<file path="config.mk">
export PLATFORM = sky130hd
export DESIGN_NAME = srlzr_deserializer_flat
export DESIGN_NICKNAME = d
export VERILOG_FILES = /design/src/rtl/srlzr_deserializer_if.sv /design/src/rtl/srlzr_deserializer.sv /design/src/flat_wrapper.sv
export SDC_FILE = /design/constraint.sdc
export NUM_CORES = 1
export LEC_CHECK = 0
export BUFFER_PORTS_ARGS = -buffer_cell sky130_fd_sc_hd__buf_2
export CAP_MARGIN = 20
export CORE_AREA = 4 4 41 43
export CTS_CLUSTER_DIAMETER = 150
export CTS_CLUSTER_SIZE = 12
export DETAILED_ROUTE_END_ITERATION = 16
export DIE_AREA = 0 0 45 47
export PLACE_DENSITY = 0.74
export SETUP_SLACK_MARGIN = 0.2
export SYNTH_ARGS = -nofsm -noshare
export SYNTH_HDL_FRONTEND = slang
export SYNTH_SLANG_ARGS = --single-unit
</file>
<file path="constraint.sdc">
create_clock -name clk -period 1.7 [get_ports clk]
set_input_delay 0.255 -clock clk [delete_from_list [all_inputs] [get_ports clk]]
set_output_delay 0.255 -clock clk [all_outputs]
set_load 0.005 [all_outputs]
</file>
<file path="src/rtl/srlzr_deserializer_if.sv">
// Bundle of the serial-in and parallel-out signals of srlzr_deserializer.
// Serial side: sin, bit_en, sync. Parallel side: y/y_valid/y_ready handshake.
// Status side: busy, frame_err, overrun, ovr_clr. "slave" is the deserializer's view.
interface srlzr_deserializer_if #(
  parameter int DATA_WIDTH = 4
);
  logic                  sin;
  logic                  bit_en;
  logic                  sync;
  logic [DATA_WIDTH-1:0] y;
  logic                  y_valid;
  logic                  y_ready;
  logic                  busy;
  logic                  frame_err;
  logic                  overrun;
  logic                  ovr_clr;

  modport master (
    output sin, bit_en, sync, y_ready, ovr_clr,
    input  y, y_valid, busy, frame_err, overrun
  );

  modport slave (
    input  sin, bit_en, sync, y_ready, ovr_clr,
    output y, y_valid, busy, frame_err, overrun
  );
endinterface

</file>
<file path="src/rtl/srlzr_deserializer.sv">
// Purpose: collects MSB-first serial bits (qualified by bit_en, framed by sync) into words.
// Latency: a word is on y with y_valid=1 one cycle after its last bit_en.
// Backpressure: y holds until y_ready; a word finishing while y is unconsumed is dropped and overrun is set.
// Ports: clk, rst_n (active-high async reset), bus (srlzr_deserializer_if.slave).
module srlzr_deserializer #(
  parameter int DATA_WIDTH = 4
) (
  input  logic                clk,
  input  logic                rst_n,
  srlzr_deserializer_if.slave bus
);

  localparam int CW = $clog2(DATA_WIDTH + 1);

  typedef enum logic {IDLE, RECV} state_t;

  state_t                state_q, state_nxt;
  logic [DATA_WIDTH-1:0] shift_q, shift_nxt;
  logic [CW-1:0]         count_q, count_nxt;
  logic [DATA_WIDTH-1:0] word;
  logic                  word_done;
  logic                  abort;

  logic [DATA_WIDTH-1:0] y_q;
  logic                  y_valid_q;
  logic                  frame_err_q;
  logic                  overrun_q;

  always_ff @(posedge clk or posedge rst_n) begin
    if (rst_n) begin
      state_q <= IDLE;
      shift_q <= '0;
      count_q <= '0;
    end else begin
      state_q <= state_nxt;
      shift_q <= shift_nxt;
      count_q <= count_nxt;
    end
  end

  always_comb begin
    state_nxt = state_q;
    shift_nxt = shift_q;
    count_nxt = count_q;
    word_done = 1'b0;
    abort     = 1'b0;
    word      = {shift_q[DATA_WIDTH-2:0], bus.sin};
    case (state_q)
      IDLE: begin
        // Bits without a preceding sync are noise and are dropped here.
        if (bus.bit_en && bus.sync) begin
          shift_nxt = {{(DATA_WIDTH-1){1'b0}}, bus.sin};
          count_nxt = CW'(1);
          state_nxt = RECV;
        end
      end
      RECV: begin
        if (bus.bit_en) begin
          if (bus.sync) begin
            // Resynchronise: this bit becomes the MSB of a fresh word.
            abort     = 1'b1;
            shift_nxt = {{(DATA_WIDTH-1){1'b0}}, bus.sin};
            count_nxt = CW'(1);
          end else if (count_q == CW'(DATA_WIDTH - 1)) begin
            word_done = 1'b1;
            shift_nxt = word;
            count_nxt = '0;
            state_nxt = IDLE;
          end else begin
            shift_nxt = word;
            count_nxt = count_q + CW'(1);
          end
        end
      end
      default: state_nxt = IDLE;
    endcase
  end

  always_ff @(posedge clk or posedge rst_n) begin
    if (rst_n) begin
      y_q         <= '0;
      y_valid_q   <= 1'b0;
      frame_err_q <= 1'b0;
      overrun_q   <= 1'b0;
    end else begin
      frame_err_q <= abort;
      // A consumer accepting on the completing edge frees y for the new word.
      if (word_done && (!y_valid_q || bus.y_ready)) begin
        y_q       <= word;
        y_valid_q <= 1'b1;
      end else if (y_valid_q && bus.y_ready) begin
        y_valid_q <= 1'b0;
      end
      // Set has priority over clear so a drop is never lost.
      if (word_done && y_valid_q && !bus.y_ready) begin
        overrun_q <= 1'b1;
      end else if (bus.ovr_clr) begin
        overrun_q <= 1'b0;
      end
    end
  end

  assign bus.y         = y_q;
  assign bus.y_valid   = y_valid_q;
  assign bus.busy      = (state_q == RECV);
  assign bus.frame_err = frame_err_q;
  assign bus.overrun   = overrun_q;

endmodule

</file>
<file path="src/flat_wrapper.sv">
// flat-port wrapper written by rule: the top's interface ports become plain ports
module srlzr_deserializer_flat 
#(
  parameter int DATA_WIDTH = 4
)
  (clk, rst_n, bus_sin, bus_bit_en, bus_sync, bus_y_ready, bus_ovr_clr, bus_y, bus_y_valid, bus_busy, bus_frame_err, bus_overrun);
  srlzr_deserializer_if #(.DATA_WIDTH(DATA_WIDTH)) bus_i ();
  input  logic clk;
  input  logic rst_n;
  input wire logic [$bits(bus_i.sin)-1:0] bus_sin;
  input wire logic [$bits(bus_i.bit_en)-1:0] bus_bit_en;
  input wire logic [$bits(bus_i.sync)-1:0] bus_sync;
  input wire logic [$bits(bus_i.y_ready)-1:0] bus_y_ready;
  input wire logic [$bits(bus_i.ovr_clr)-1:0] bus_ovr_clr;
  output wire logic [$bits(bus_i.y)-1:0] bus_y;
  output wire logic [$bits(bus_i.y_valid)-1:0] bus_y_valid;
  output wire logic [$bits(bus_i.busy)-1:0] bus_busy;
  output wire logic [$bits(bus_i.frame_err)-1:0] bus_frame_err;
  output wire logic [$bits(bus_i.overrun)-1:0] bus_overrun;
  assign bus_i.sin = bus_sin;
  assign bus_i.bit_en = bus_bit_en;
  assign bus_i.sync = bus_sync;
  assign bus_i.y_ready = bus_y_ready;
  assign bus_i.ovr_clr = bus_ovr_clr;
  assign bus_y = bus_i.y;
  assign bus_y_valid = bus_i.y_valid;
  assign bus_busy = bus_i.busy;
  assign bus_frame_err = bus_i.frame_err;
  assign bus_overrun = bus_i.overrun;
  srlzr_deserializer #(.DATA_WIDTH(DATA_WIDTH)) u_core (.clk(clk), .rst_n(rst_n), .bus(bus_i));
endmodule
</file>
==> results of run 1 <==
==> power by group <==
group / total, mW / switching [mW] / internal (mW)
clock network: 0.238 / 0.108 / 0.130
registers: 0.475 / 0.0625 / 0.412
logic: 0.260 / 0.119 / 0.141
total: 0.973 / 0.289 / 0.684
==> routing by layer <==
layer,vias up,GRT usage (%),wire (µm)
met1,198,14.94,477
li1,219,-,-
met4,0,7.018,14
met3,2,3.831,58
met2,12,20.34,579
met5,-,0,0
==> worst max-delay path: stages, from the launching register on <==
cell      delay (ps)
dfrtp_1          420
ha_4             170
nand2b_4          80
nor3b_4          280
mux2_2           380
==> state kept, by name, indices dropped and copies added, names as in the netlist <==
name / count
u_core.bus.busy: 1
u_core.bus.frame_err: 1
u_core.bus.overrun: 1
u_core.bus.y: 4
u_core.bus.y_valid: 1
u_core.count_q: 3
u_core.shift_q: 3
==> cells in the final DEF (no fill, tap or decap) <==
cell       Yosys  final
nor2b_1        1      1
o2bb2ai_1      1      1
dfrtp_2        0      1
o32ai_1        1      1
ha_4           0      1
nand2_1        4      4
dfrtp_1       14     13
nand2b_4       0      1
o21a_1         1      1
nand3b_4       1      1
clkbuf_8       0      1
a31oi_1        2      2
o21ai_0        6      6
a21oi_1        2      2
nand2b_1       2      1
mux2_2         5      5
inv_1          5      5
buf_2          1     14
nor3b_4        1      1
buf_4          0      1
and3_2         1      1
nor2_1         3      3
clkbuf_4       0      3
==> layout make-up <==
cell class | count | area, µm² | area share (%)
clock buffers | 4 | 36.28 | 4.770
repair buffers | 15 | 77.57 | 10.20
inverters | 5 | 18.77 | 2.467
multi-input cells | 32 | 257.7 | 33.88
flip-flops and latches | 14 | 351.6 | 46.22
well taps | 15 | 18.77 | 2.467
==> cell families after synthesis <==
family / count (synthesis) / share of synthesized area [%]
muxes: 5 / 9.202
buffers and inverters: 6 / 3.885
DFF: 14 / 57.26
and+or+nand+nor: 13 / 14.93
AOI/OAI and AO/OA: 13 / 12.68
adders and majority gates: 1 / 2.045
==> how the worst min path moves through the flow <==
stage | to | slack, ps
2_1_floorplan | u_core.bus.busy | 140
3_3_place_gp | u_core.bus.y[1] | 310
3_5_place_dp | u_core.bus.y[3] | 310
4_1_cts | u_core.bus.y[3] | 5
5_1_grt | u_core.bus.frame_err | 20
6_report | u_core.bus.y[3] | -20
==> timing repair <==
action,in CTS,in global routing
pin swaps,1,2
resized for setup,1,3
endpoints found under the setup margin,2,4
==> stage by stage <==
stage               instance area, µm²  hold slack (ps)  power (mW)  utilization, %
floorplan                        611.8            144.2      0.6041               -
global placement                 703.2            305.6      0.6914           54.04
detailed placement               703.2            314.6      0.7082           54.04
CTS                              747.0            5.291      0.9586           57.40
global route                     760.7            21.62       1.045           58.46
finish                           760.7           -16.31      0.9726           58.46
==> qor.csv, run 1 <==
metric;value;unit
leakage;0.3758;nW
r2r endpoint;u_core.bus.y[1];
Tcrit/Tclk final;85.09;%
Critical Path Start Type;flip-flop;
CP max FO;6;
Fmax;0.6913;GHz
largest net degree at the start of global routing;15;
synth top area cells;dfrtp_1, mux2_2, o21ai_0;
fin worst setup slack;253.5;ps
most numerous cell in the Yosys netlist;dfrtp_1;
Chip Height;47;µm
Crit Path Class;reg -> reg;
Starting DRT DRC Count;9;
Starting Density;47.02;%
status;finished, violations left;
initial antenna violation count;0;
Place WS;194.7;ps
via count;431;
Cell Rows;13;
dpl hpwl;818.7;µm
routability cong.;0.8923;
DR vias/cell;5.071;
worst path arrival time;1610;ps
first-pass GRT wire length;1856;µm
number of synthesized flops with an enable pin;0;
Critical Path Source;u_core.count_q[0];
Area Growth Syn to Fin;24.34;%
Yosys warning total;0;
Bufs on Longest Clock Path;2;
global route overflow;0;
postcts setup bufs;0;
Req. time, crit path;1860;ps
Worst-Skew Late Latency;280;ps
drt wl/cell;13.29;µm
Final Hold Vio Count;14;
clock root cell;clkbuf_4;
Synth Register Bits;14;
setup TNS;0;ps
Post-Synthesis Cells;52;
Slew headroom;65.93;%
RSZ-0062 raised after global routing;false;
violated checks;negative hold slack;
skew final;7.016;ps
critical path endpoint category;flip-flop;
Reg clk slew, reported paths;90;ps
H-tree levels;1;
PD cells;1278;nW/µm²
Post-Route WL;1130;µm
first drt pass iteration count;3;
CTS buffer count;3;
mapped cell area;611.8;µm²
CTS sink count;14;
# diodes;0;
Non-Filler Instances;85;
GRT Total Usage;12.57;%
syn_nets;60;
max_cap viols;0;
Reg2Reg Depth;4;
hold buffers post-CTS;0;
Slew Viols, Final;0;
Layout Nets;79;
Setup Viol. Count Final;0;
Port Buffers;14;
Yosys top cell by area;dfrtp_1;
Async S/R FF share, synth;100.0;%
Worst Hold Class;in -> async;
min cycle time layout;1447;ps
Critical R2R Launch;u_core.count_q[0];
Main synth FF type;dfrtp_1;
VDD IR-drop max;0.0007553;V
hold_ws;-16.31;ps
CTS tree;built;
die area;2115;µm²
core area;1301;µm²
DRT antenna net count;0;
sequential-to-total area share from yosys stat;57.26;%
syn avg cell area;11.77;µm²
Slew @ Worst Pin;510.5;ps
synth cell count leaders;dfrtp_1, o21ai_0, inv_1, mux2_2, nand2_1;
die width;45;µm
DRC violations left;0;
vias in the first global route;440;
Cells after DPL;81;
count of cell types in the netlist;18;
FILL cells;116;
r2r setup slk;250;ps
share of cells above drive strength 1;42.86;%
Ports;15;
CP Capture Point;u_core.bus.y[1];
post-synth top area share;57.26;%
Note: power is estimated with default switching activity, not from simulation.
==> run 2, diff against run 1 <==
- CORE_AREA: 4 4 41 43 -> 2 2 39 41
- DIE_AREA: 0 0 45 47 -> 0 0 41 43
- RECOVER_POWER: not set -> 50
==> run 2 against run 1 <==
Effect of this change: the run still ends with negative hold slack left; total power fell by 1.2%; clock skew fell by 4.1 ps; die area fell by 17%; routed wire length fell by 2.0%; highest routed layer unchanged.
==> qor.csv, run 2 (synthesized netlist as in run 1, its figures left out) <==
metric;value;unit
CTS tree;built;
min cycle time layout;1491;ps
hold_ws;-7.800;ps
CP max FO;6;
Area Growth Syn to Fin;24.13;%
Starting DRT DRC Count;10;
DRT antenna net count;0;
Final Total Pwr;0.9609;mW
Cells after DPL;82;
Slew Viols, Final;0;
Place WS;167.4;ps
Starting Density;44.21;%
setup TNS;0;ps
DRC violations left;0;
routability cong.;0.7422;
violated checks;negative hold slack;
initial antenna violation count;0;
Slew @ Worst Pin;517.4;ps
largest net degree at the start of global routing;15;
fin worst setup slack;209.0;ps
via count;443;
Ports;15;
dpl hpwl;770.7;µm
Post-Layout Inst Area;759.5;µm²
Port Buffers;14;
worst path arrival time;1660;ps
CTS buffer count;3;
hold buffers post-CTS;0;
Crit Path Class;reg -> reg;
Req. time, crit path;1870;ps
status;finished, violations left;
Final Hold Vio Count;14;
CTS sink count;14;
Non-Filler Instances;87;
drt wl/cell;12.72;µm
Tcrit/Tclk final;87.71;%
Setup Viol. Count Final;0;
Post-DP Area;704.4;µm²
RSZ-0062 raised after global routing;true;
Reg clk slew, reported paths;80;ps
global route overflow;0;
vias in the first global route;406;
Cell Rows;14;
Critical R2R Launch;u_core.count_q[0];
max FFs per register;4;
first-pass GRT wire length;1794;µm
GRT Total Usage;15.35;%
share of cells above drive strength 1;40.85;%
core area;1384;µm²
VDD IR-drop max;0.0005896;V
clock root cell;clkbuf_4;
max_cap viols;0;
most frequent cells in the layout;buf_2, dfrtp_1, o21ai_0, inv_1;
Chip Height;43;µm
die width;41;µm
final design utilization;54.88;%
H-tree levels;1;
first drt pass iteration count;4;
Worst-Skew Late Latency;280;ps
Critical Path Start Type;flip-flop;
PD cells;1265;nW/µm²
Layout Nets;80;
# diodes;0;
Bufs on Longest Clock Path;2;
DR vias/cell;5.092;
Worst Hold Class;in -> async;
leakage;0.3840;nW
skew final;2.887;ps
Fmax;0.6707;GHz
Critical Path Source;u_core.count_q[0];
Post-Route WL;1107;µm
Slew headroom;65.47;%
die area;1763;µm²
critical path endpoint category;flip-flop;
run 2: critical path, cell delays in order (launching register included):
cell      delay (ps)
dfrtp_1          370
ha_1             220
nand2b_4         100
nor3b_4          310
mux2_2           370
run 2: final cells by class:
cell class,instances,area [µm²]
clock buffer,4,36.28
fill,120,624.3
inverter,5,18.77
multi-input combinational,32,249.0
sequential,14,350.3
tap,16,20.02
timing repair buffer,16,85.08
run 2: final timing paths:
kind	end	slack (ps)	cells after the start
worst min register to register	u_core.count_q[2]	500	1
worst max-delay path	u_core.bus.y[1]	210	4
worst max register to register	u_core.bus.y[1]	210	4
min in group clk	u_core.bus.overrun	150	2
worst min-delay path	u_core.bus.y[2]	-8	2
max in group asynchronous	u_core.bus.y[3]	1360	2
run 2: repair_timing:
action | CTS | global route
buffers inserted | 1 | 0
pin swaps | 1 | 2
endpoints found under the setup margin | 4 | 4
resized for setup | 1 | 3
run 2: per-layer routing:
| metal | up-vias | share of wire (%) | wire, µm | global-route usage (%) |
|---|---|---|---|---|
| met5 | - | 0 | 0 | 0 |
| met4 | 0 | 2.3 | 25 | 8.000 |
| met3 | 5 | 6.1 | 68 | 3.141 |
| met2 | 18 | 44 | 490 | 20.94 |
| met1 | 203 | 47 | 523 | 22.26 |
| li1 | 217 | - | - | - |
run 2: power by group:
group / switching [mW] / leakage (nW) / total (mW) / internal (mW)
logic: 0.122 / 0.184 / 0.263 / 0.141
registers: 0.0525 / 0.179 / 0.464 / 0.411
clock network: 0.104 / 0.0210 / 0.235 / 0.130
==> run 3, diff against run 2 <==
- ABC_AREA: not set -> 1
- CTS_CLUSTER_SIZE: 12 -> 30
==> run 3 against run 2 <==
Effect of this change: the flow now finishes without violations; fmax rose by 28%; synthesized cell count rose by 25%; sequential share of layout area is 2.7 points higher; utilization is 3.1 points lower; largest cell class unchanged; global-route usage hardly changed; area after synthesis is 0.82% lower; critical path depth is 1 higher.
==> qor.csv, run 3 <==
metric;value;unit
largest net degree at the start of global routing;15;
Fmax;0.8585;GHz
most frequent cells in the layout;nand2_1, buf_2, dfrtp_1, inv_1;
critical path endpoint category;flip-flop;
most common cell after layout, fill and taps aside;nand2_1;
Yosys top cell by area;dfrtp_1;
share of cells above drive strength 1;25.61;%
number of synthesized flops with an enable pin;0;
setup TNS;0;ps
CTS sink count;14;
Post-Route WL;1067;µm
RSZ-0062 raised after global routing;false;
Tcrit/Tclk final;68.52;%
die width;41;µm
synth top area cells;dfrtp_1, nand2_1, inv_1;
max FFs per register;4;
DRT antenna net count;0;
Async S/R FF share, synth;100.0;%
Final Hold Vio Count;0;
Post-Synthesis Cells;65;
PD cells;1187;nW/µm²
Worst Hold Class;in -> async;
CP max FO;9;
clock root cell;clkbuf_4;
dpl hpwl;824.9;µm
Port Buffers;14;
max_cap viols;0;
final design utilization;51.81;%
first-pass GRT wire length;1828;µm
postcts setup bufs;0;
Worst-Skew Late Latency;270;ps
Synth Register Bits;14;
Starting Density;43.85;%
mapped cell area;606.8;µm²
CTS buffer count;3;
status;completed;
r2r endpoint;u_core.bus.y[3];
# diodes;0;
Bufs on Longest Clock Path;2;
Slew headroom;64.09;%
H-tree levels;1;
min cycle time layout;1165;ps
synth cell count leaders;nand2_1, dfrtp_1, inv_1;
internal power;0.5815;mW
Critical R2R Launch;u_core.bus.busy;
initial antenna violation count;0;
Starting DRT DRC Count;6;
Yosys warning total;0;
vias in the first global route;461;
core area;1384;µm²
post-synth top area share;57.73;%
r2r setup slk;540;ps
Area Growth Syn to Fin;18.14;%
DRC violations left;0;
Chip Height;43;µm
skew final;1.079;ps
Reg clk slew, reported paths;80;ps
first drt pass iteration count;3;
sequential-to-total area share from yosys stat;57.73;%
CTS tree;built;
Crit Path Class;reg -> reg;
DR vias/cell;4.714;
Post-Layout Inst Area;716.9;µm²
count of cell types in the netlist;16;
Main synth FF type;dfrtp_1;
worst path arrival time;1330;ps
most numerous cell in the Yosys netlist;nand2_1;
Combinational Power Share;26.3;%
Post-DP Area;696.9;µm²
Slew Viols, Final;0;
hold buffers post-CTS;0;
VDD IR-drop max;0.0005332;V
syn avg cell area;9.336;µm²
sw frac;31.66;%
syn_nets;73;
die area;1763;µm²
Final Total Pwr;0.8509;mW
share of power burned in registers;52.5;%
Ports;15;
global route overflow;0;
routability cong.;0.6953;
Critical Path Start Type;flip-flop;
Clk pwr share;21.2;%
GRT Total Usage;15.36;%
Setup Viol. Count Final;0;
Slew @ Worst Pin;538.1;ps
leakage;0.3964;nW
drt wl/cell;10.89;µm
post-CTS sizing;0;
Req. time, crit path;1860;ps
via count;462;
Cell Rows;14;
Reg2Reg Depth;5;
Switch Pwr;0.2694;mW
Layout Nets;92;
[run 3: cell types whose count changed in the layout (fill, tap and decap cells not counted), moves of 2 or more]
cell	previous run	this run
nand2_1	4	19
inv_1	5	11
o21ai_0	6	1
mux2_2	4	0
nand3_1	0	4
nand4_1	0	4
a31oi_1	2	0
buf_4	2	0
nor2_1	3	1
nor2_4	0	2
[run 3: area by class of cell]
class,count,area (µm²)
inverter,11,41.29
timing repair buffer,14,70.07
fill,138,666.9
multi-input combinational,40,212.7
sequential,14,350.3
clock buffer,3,22.52
tap,16,20.02
[run 3: through the flow]
step,cells,worst slack (ps),hold WS (ps)
after floorplan,65,666.5,144.2
after global placement,95,604.9,315.8
after detailed placement,95,557.4,318.1
after CTS,98,543.7,21.87
after global routing,98,408.8,57.19
final,98,535.2,9.669
[run 3: power groups by stage]
stage	Clock [mW]	Sequential [mW]	Combinational [mW]
after detailed placement	0	0.454	0.230
after floorplan	0	0.455	0.139
after global placement	0	0.452	0.222
after global routing	0.206	0.456	0.262
after CTS	0.185	0.448	0.229
final	0.180	0.447	0.224
[run 3: cells by family (layout without fill, tap and decap cells)]
kind of cell,count (synthesis),in the layout,share of synthesized area [%]
DFF,14,14,57.73
AOI/OAI and AO/OA,8,8,7.834
adders and majority gates,1,1,2.062
and+or+nand+nor,31,31,25.57
buffers and inverters,11,28,6.804
[run 3: critical path: stages (launching register included)]
cell,delay [ps]
dfrtp_1,380
nand2_1,180
nor2_4,240
nand3_2,130
nand2_1,80
nand2_1,50
[run 3: worst max path at each step]
stage                            from         endpoint  slack [ps]  cells after the start
finish                u_core.bus.busy  u_core.bus.y[3]         540                      5
global route          u_core.bus.busy  u_core.bus.y[3]         410                      5
CTS                 u_core.count_q[1]  u_core.bus.y[3]         540                      6
detailed placement  u_core.count_q[1]  u_core.bus.y[3]         560                      6
global placement    u_core.count_q[0]  u_core.bus.y[1]         600                      6
floorplan           u_core.count_q[0]  u_core.bus.y[0]         670                      6
[run 3: routing by layer]
metal / wire length (µm) / track usage [%] / up-vias
met1: 504 / 19.46 / 198
met4: 31 / 10.00 / 0
met3: 49 / 3.141 / 5
li1: - / - / 246
met2: 481 / 22.50 / 13
met5: 0 / 0 / -
